===== src/rtl/cordic_cos_arbiter.sv =====
// Two-requester front end for a free-running, fixed-latency cosine CORDIC pipeline.
// Round-robin issue is gated by per-requester credits so results never overflow the response FIFOs.
module cordic_cos_arbiter #(
    parameter int DATA_W  = 32,
    parameter int LATENCY = 4,
    parameter int DEPTH   = 4
) (
    input  logic              clk,
    input  logic              reset,
    input  logic              req0_valid,
    output logic              req0_ready,
    input  logic [DATA_W-1:0] req0_angle,
    output logic              rsp0_valid,
    input  logic              rsp0_ready,
    output logic [DATA_W-1:0] rsp0_data,
    input  logic              req1_valid,
    output logic              req1_ready,
    input  logic [DATA_W-1:0] req1_angle,
    output logic              rsp1_valid,
    input  logic              rsp1_ready,
    output logic [DATA_W-1:0] rsp1_data,
    output logic              cordic_clk_en,
    output logic              cordic_reset,
    output logic [DATA_W-1:0] cordic_angle,
    input  logic [DATA_W-1:0] cordic_result,
    output logic              busy
);
    localparam int CW = $clog2(DEPTH + 1);
    localparam int PW = (DEPTH > 1) ? $clog2(DEPTH) : 1;
    localparam logic [CW-1:0] DEPTH_C = CW'(DEPTH);

    logic [1:0]         vld, elig, ready, grant, wr, pop, rvld;
    logic               both;
    logic               rr_q, rr_d;
    logic [LATENCY-1:0] tag_vld_q, tag_id_q;
    logic [CW-1:0]      cnt_q [2];
    logic [CW-1:0]      cnt_d [2];
    logic [CW-1:0]      fcnt_q [2];
    logic [CW-1:0]      fcnt_d [2];
    logic [PW-1:0]      wp_q [2];
    logic [PW-1:0]      wp_d [2];
    logic [PW-1:0]      rp_q [2];
    logic [PW-1:0]      rp_d [2];
    logic [DATA_W-1:0]  mem_q [2][DEPTH];

    function automatic logic [PW-1:0] ptr_inc(input logic [PW-1:0] p);
        return (p == PW'(DEPTH - 1)) ? '0 : p + PW'(1);
    endfunction

    assign vld = {req1_valid, req0_valid};

    // Credits cover in-flight ops plus buffered results, so an issued op always has a FIFO slot.
    always_comb begin
        for (int k = 0; k < 2; k++) begin
            elig[k] = !reset && (cnt_q[k] < DEPTH_C);
        end
        both     = &(vld & elig);
        ready[0] = elig[0] && (!rr_q || !both);
        ready[1] = elig[1] && (rr_q || !both);
        grant    = vld & ready;
        rr_d     = grant[0] ? 1'b1 : (grant[1] ? 1'b0 : rr_q);
    end

    assign req0_ready    = ready[0];
    assign req1_ready    = ready[1];
    assign cordic_angle  = grant[0] ? req0_angle : (grant[1] ? req1_angle : '0);
    assign cordic_reset  = reset;
    assign cordic_clk_en = !reset;

    assign wr[0] = tag_vld_q[LATENCY-1] && !tag_id_q[LATENCY-1];
    assign wr[1] = tag_vld_q[LATENCY-1] && tag_id_q[LATENCY-1];

    always_comb begin
        for (int k = 0; k < 2; k++) begin
            rvld[k] = (fcnt_q[k] != '0);
        end
    end

    assign pop        = rvld & {rsp1_ready, rsp0_ready};
    assign rsp0_valid = rvld[0];
    assign rsp1_valid = rvld[1];
    assign rsp0_data  = mem_q[0][rp_q[0]];
    assign rsp1_data  = mem_q[1][rp_q[1]];
    assign busy       = (|tag_vld_q) || (|rvld);

    always_comb begin
        for (int k = 0; k < 2; k++) begin
            cnt_d[k] = cnt_q[k];
            if (grant[k] && !pop[k]) begin
                cnt_d[k] = cnt_q[k] + CW'(1);
            end else if (!grant[k] && pop[k]) begin
                cnt_d[k] = cnt_q[k] - CW'(1);
            end
            fcnt_d[k] = fcnt_q[k];
            if (wr[k] && !pop[k]) begin
                fcnt_d[k] = fcnt_q[k] + CW'(1);
            end else if (!wr[k] && pop[k]) begin
                fcnt_d[k] = fcnt_q[k] - CW'(1);
            end
            wp_d[k] = wr[k] ? ptr_inc(wp_q[k]) : wp_q[k];
            rp_d[k] = pop[k] ? ptr_inc(rp_q[k]) : rp_q[k];
        end
    end

    always_ff @(posedge clk) begin
        if (reset) begin
            rr_q      <= 1'b0;
            tag_vld_q <= '0;
            tag_id_q  <= '0;
            for (int k = 0; k < 2; k++) begin
                cnt_q[k]  <= '0;
                fcnt_q[k] <= '0;
                wp_q[k]   <= '0;
                rp_q[k]   <= '0;
            end
        end else begin
            rr_q      <= rr_d;
            tag_vld_q <= {tag_vld_q[LATENCY-2:0], |grant};
            tag_id_q  <= {tag_id_q[LATENCY-2:0], grant[1]};
            for (int k = 0; k < 2; k++) begin
                cnt_q[k]  <= cnt_d[k];
                fcnt_q[k] <= fcnt_d[k];
                wp_q[k]   <= wp_d[k];
                rp_q[k]   <= rp_d[k];
            end
        end
    end

    // Result storage carries no reset; occupancy alone decides what is visible.
    always_ff @(posedge clk) begin
        for (int k = 0; k < 2; k++) begin
            if (wr[k]) begin
                mem_q[k][wp_q[k]] <= cordic_result;
            end
        end
    end

    always_ff @(posedge clk) begin
        if (!reset) begin
            for (int k = 0; k < 2; k++) begin
                assert (!(wr[k] && (fcnt_q[k] == DEPTH_C)));
            end
        end
    end
endmodule


===== config.mk =====
export PLATFORM = sky130hd
export DESIGN_NAME = cordic_cos_arbiter
export DESIGN_NICKNAME = d
export VERILOG_FILES = /design/src/rtl/cordic_cos_arbiter.sv
export SDC_FILE = /design/constraint.sdc
export NUM_CORES = 1
export LEC_CHECK = 0
export ABC_AREA = 1
export CAP_MARGIN = 0
export CELL_PAD_IN_SITES_DETAIL_PLACEMENT = 1
export CELL_PAD_IN_SITES_GLOBAL_PLACEMENT = 1
export CORE_MARGIN = 4
export CORE_UTILIZATION = 36
export CTS_CLUSTER_SIZE = 40
export DETAILED_ROUTE_END_ITERATION = 7
export GPL_ROUTABILITY_DRIVEN = 0
export PLACE_DENSITY = 0.7
export SYNTH_ARGS = -nofsm -noshare
export SYNTH_HDL_FRONTEND = slang
export SYNTH_SLANG_ARGS = --single-unit

===== constraint.sdc =====
create_clock -name clk -period 3.23 [get_ports clk]
set_input_delay 0.4845 -clock clk [delete_from_list [all_inputs] [get_ports clk]]
set_output_delay 0.4845 -clock clk [all_outputs]
set_load 0.03 [all_outputs]

==> reports/qor.yml, run 1 <==
status: "finished, final reports clean"
tightest_slew_ns: 0.567
htree_levels: 1
min_period_ns: 3.04
cts_buffers: 28
grt_pass1_vias: 9027
clock_path_buffers: 3
placed_cells: 1523
rsz0062_at_grt: "false"
ant_nets: 0
area_delta_synth_final_pct: 29.9
p_leak_nw: 5.32
syn-num-nets: 1066
postSynth.asyncResetShare_pct: 0
diodes: 0
maxSlewViolCount: 0
arrival_ns: 2.55
cts_tree: "built"
min_from: "tag_id_q[0]"
dieArea_um2: 35200
synth_cell_types: 25
hpwl_um: 20900
ioPinCount: 205
core_um2: 31700
crit_required_ns: 2.75
timing.setup.tns_ns: 0
yosysTopAreaCell: "edfxtp_1"
ys.flop_type: "edfxtp_1"
critPathMaxFanout: 34
fmax_ghz: 0.329
reg2reg_depth: 15
ys_warn_count: 0
drc_errors: 0
power_mw: 11.2
power.density_nw_per_um2: 744
worst_clock_skew_ns: 0.0121
fin_cells: 1575
synth_area_leaders: "edfxtp_1, nor2_1, o21ai_0, dfxtp_1, nand4_1"
postCtsSetupBuffers: 0
path_clk_slew_ns: 0.06
ys_ff_latch: 285
maxCapViolCount: 0
antenna_found_initial: 1
die_height_um: 188
viasPerCell: 5.28
nets: 1271
num_vias: 8312
crit_path_end_kind: "output pin"
crit_type: "reg2out"
grt_pass1_wl_um: 50600
relSlewSlack_pct: 62.2
overflow: 0
clk_latency_ns: 0.54
min_to: "tag_id_q[1]"
start_util_pct: 36.6
drive_gt1_share_pct: 9.46
wl_um: 32200
die_w_um: 188
start_kind: "flop"
num_rows: 65
avgSynthCellArea_um2: 12.3
drt-initial-drc-count: 533
fin_crit_sh_pct: 94.0
finalHoldViolations: 0
crit-reg2reg-capture: "cnt_q[0][5]"
fin_util_pct: 47.6
grt_max_degree: 66
wl_per_cell_um: 20.4
drt_pass1_iterations: 4
grt.total_usage_pct: 17.8
hold-path-cell-count: 2
synth_top_area_share_pct: 66.2
synth_edf_count: 256
portBuffers: 204
hold_class: "reg2reg"
reg2reg_from: "cnt_q[0][5]"
syn_inst: 946
place_area_um2: 14200
syn_area_um2: 11600
setup_viol: 0
root_buffer: "clkbuf_16"
fin_area_um2: 15100
synth_most_common_cell: "edfxtp_1"
peakVddDrop_mv: 0.377
rrSetupSlack_ns: 1.14
synth_commonest_cells: "edfxtp_1, nor2_1, o21ai_0, nand2_1, nand4_1"
synth-seq-area-share_pct: 71.2
cts_sinks: 285
==> stage by stage <==
stage / hold slack, ns / worst slack (ns)
after floorplan: 0.388 / 0.821
after global placement: 0.389 / 0.388
after detailed placement: 0.400 / 0.341
after CTS: 0.404 / -0.0410
after global routing: 0.427 / 0.0451
final: 0.402 / 0.195
==> what timing repair did <==
action | 4_1_cts | 5_1_grt
hold buffers | 0 | 0
resized for setup | 0 | 4
setup endpoints to repair | 5 | 17
==> worst max-delay path: stages, from the launching register on <==
cell and delay [ns]:
dfxtp_1 0.32, buf_4 0.39, o21ai_0 0.22, o22ai_1 0.32, clkdlybuf4s50_1 0.74
==> logic make-up after synthesis <==
family / Yosys count / synth area share, %
flip-flops: 285 / 71.2
adder cells (fa/ha/maj): 18 / 2.20
AO/OA/AOI/OAI: 211 / 9.82
AND/OR/NAND/NOR: 316 / 11.8
buffers and inverters: 114 / 4.85
XOR/XNOR: 2 / 0.151
==> registers in the layout (all words and copies together) (netlist names) <==
signal and cells:
rp_q 4, mem_q 256, tag_id_q 4, rr_q 1, fcnt_q 6, wp_q 4
cnt_q 6, tag_vld_q 4
==> area by class of cell <==
cell class                 count  area [um^2]
clock buffer                  36          741
clock inverter                16          185
fill                        3300        16600
inverter                      51          194
multi-input combinational    547         2850
sequential                   285         8270
tap                          402          503
timing repair buffer         238         2340
==> layer usage <==
metal	wire, um	share of wire [%]	vias to the layer above	GRT usage (%)
met3	2140	6.6	46	4.02
li1	-	-	3858	-
met1	13400	42	4149	22.3
met5	7	0.022	-	0
met4	705	2.2	2	4.40
met2	15900	50	257	31.6
==> report_power, final <==
group          switching [mW]  total, mW  leakage (nW)  internal [mW]
clock                    1.34       3.27         0.455           1.94
combinational            2.37       3.72          2.32           1.35
sequential              0.104       4.23          2.54           4.13
==> worst max-delay path by stage <==
| stage | slack (ns) | to | start | cells past startpoint |
|---|---|---|---|---|
| after floorplan | 0.82 | mem_q[0][0] | tag_vld_q[3] | 4 |
| after global placement | 0.39 | cordic_angle[2] | reset | 7 |
| after detailed placement | 0.34 | cnt_q[0][2] | reset | 15 |
| after CTS | -0.04 | rsp1_data[0] | rp_q[0][2] | 5 |
| after global routing | 0.05 | rsp1_data[0] | rp_q[0][2] | 5 |
| final | 0.19 | rsp1_data[1] | rp_q[0][3] | 4 |
==> placed cells by master (no fill, tap or decap), drive strengths merged <==
cell and instances:
a211oi 1, a21boi 1, a21oi 8, buf 52, bufinv 4, clkbuf 36, clkdlybuf4s50 186, clkinv 12
dfxtp 29, edfxtp 256, fa 4, ha 14, inv 51, nand2 67, nand3 8, nand4 65
nor2 174, nor3 2, o21ai 137, o22ai 64, xor2 2
Note: power is estimated with default switching activity, not from simulation.
==> run 2: changes to the inputs <==
--- a/config.mk
+++ b/config.mk
@@ -6,7 +6,6 @@
 export NUM_CORES = 1
 export LEC_CHECK = 0
 export ABC_AREA = 1
-export CAP_MARGIN = 0
 export CELL_PAD_IN_SITES_DETAIL_PLACEMENT = 1
 export CELL_PAD_IN_SITES_GLOBAL_PLACEMENT = 1
 export CORE_MARGIN = 4
==> results of run 2 <==
No change in the layout: final DEF, timing and power equal those of run 1.
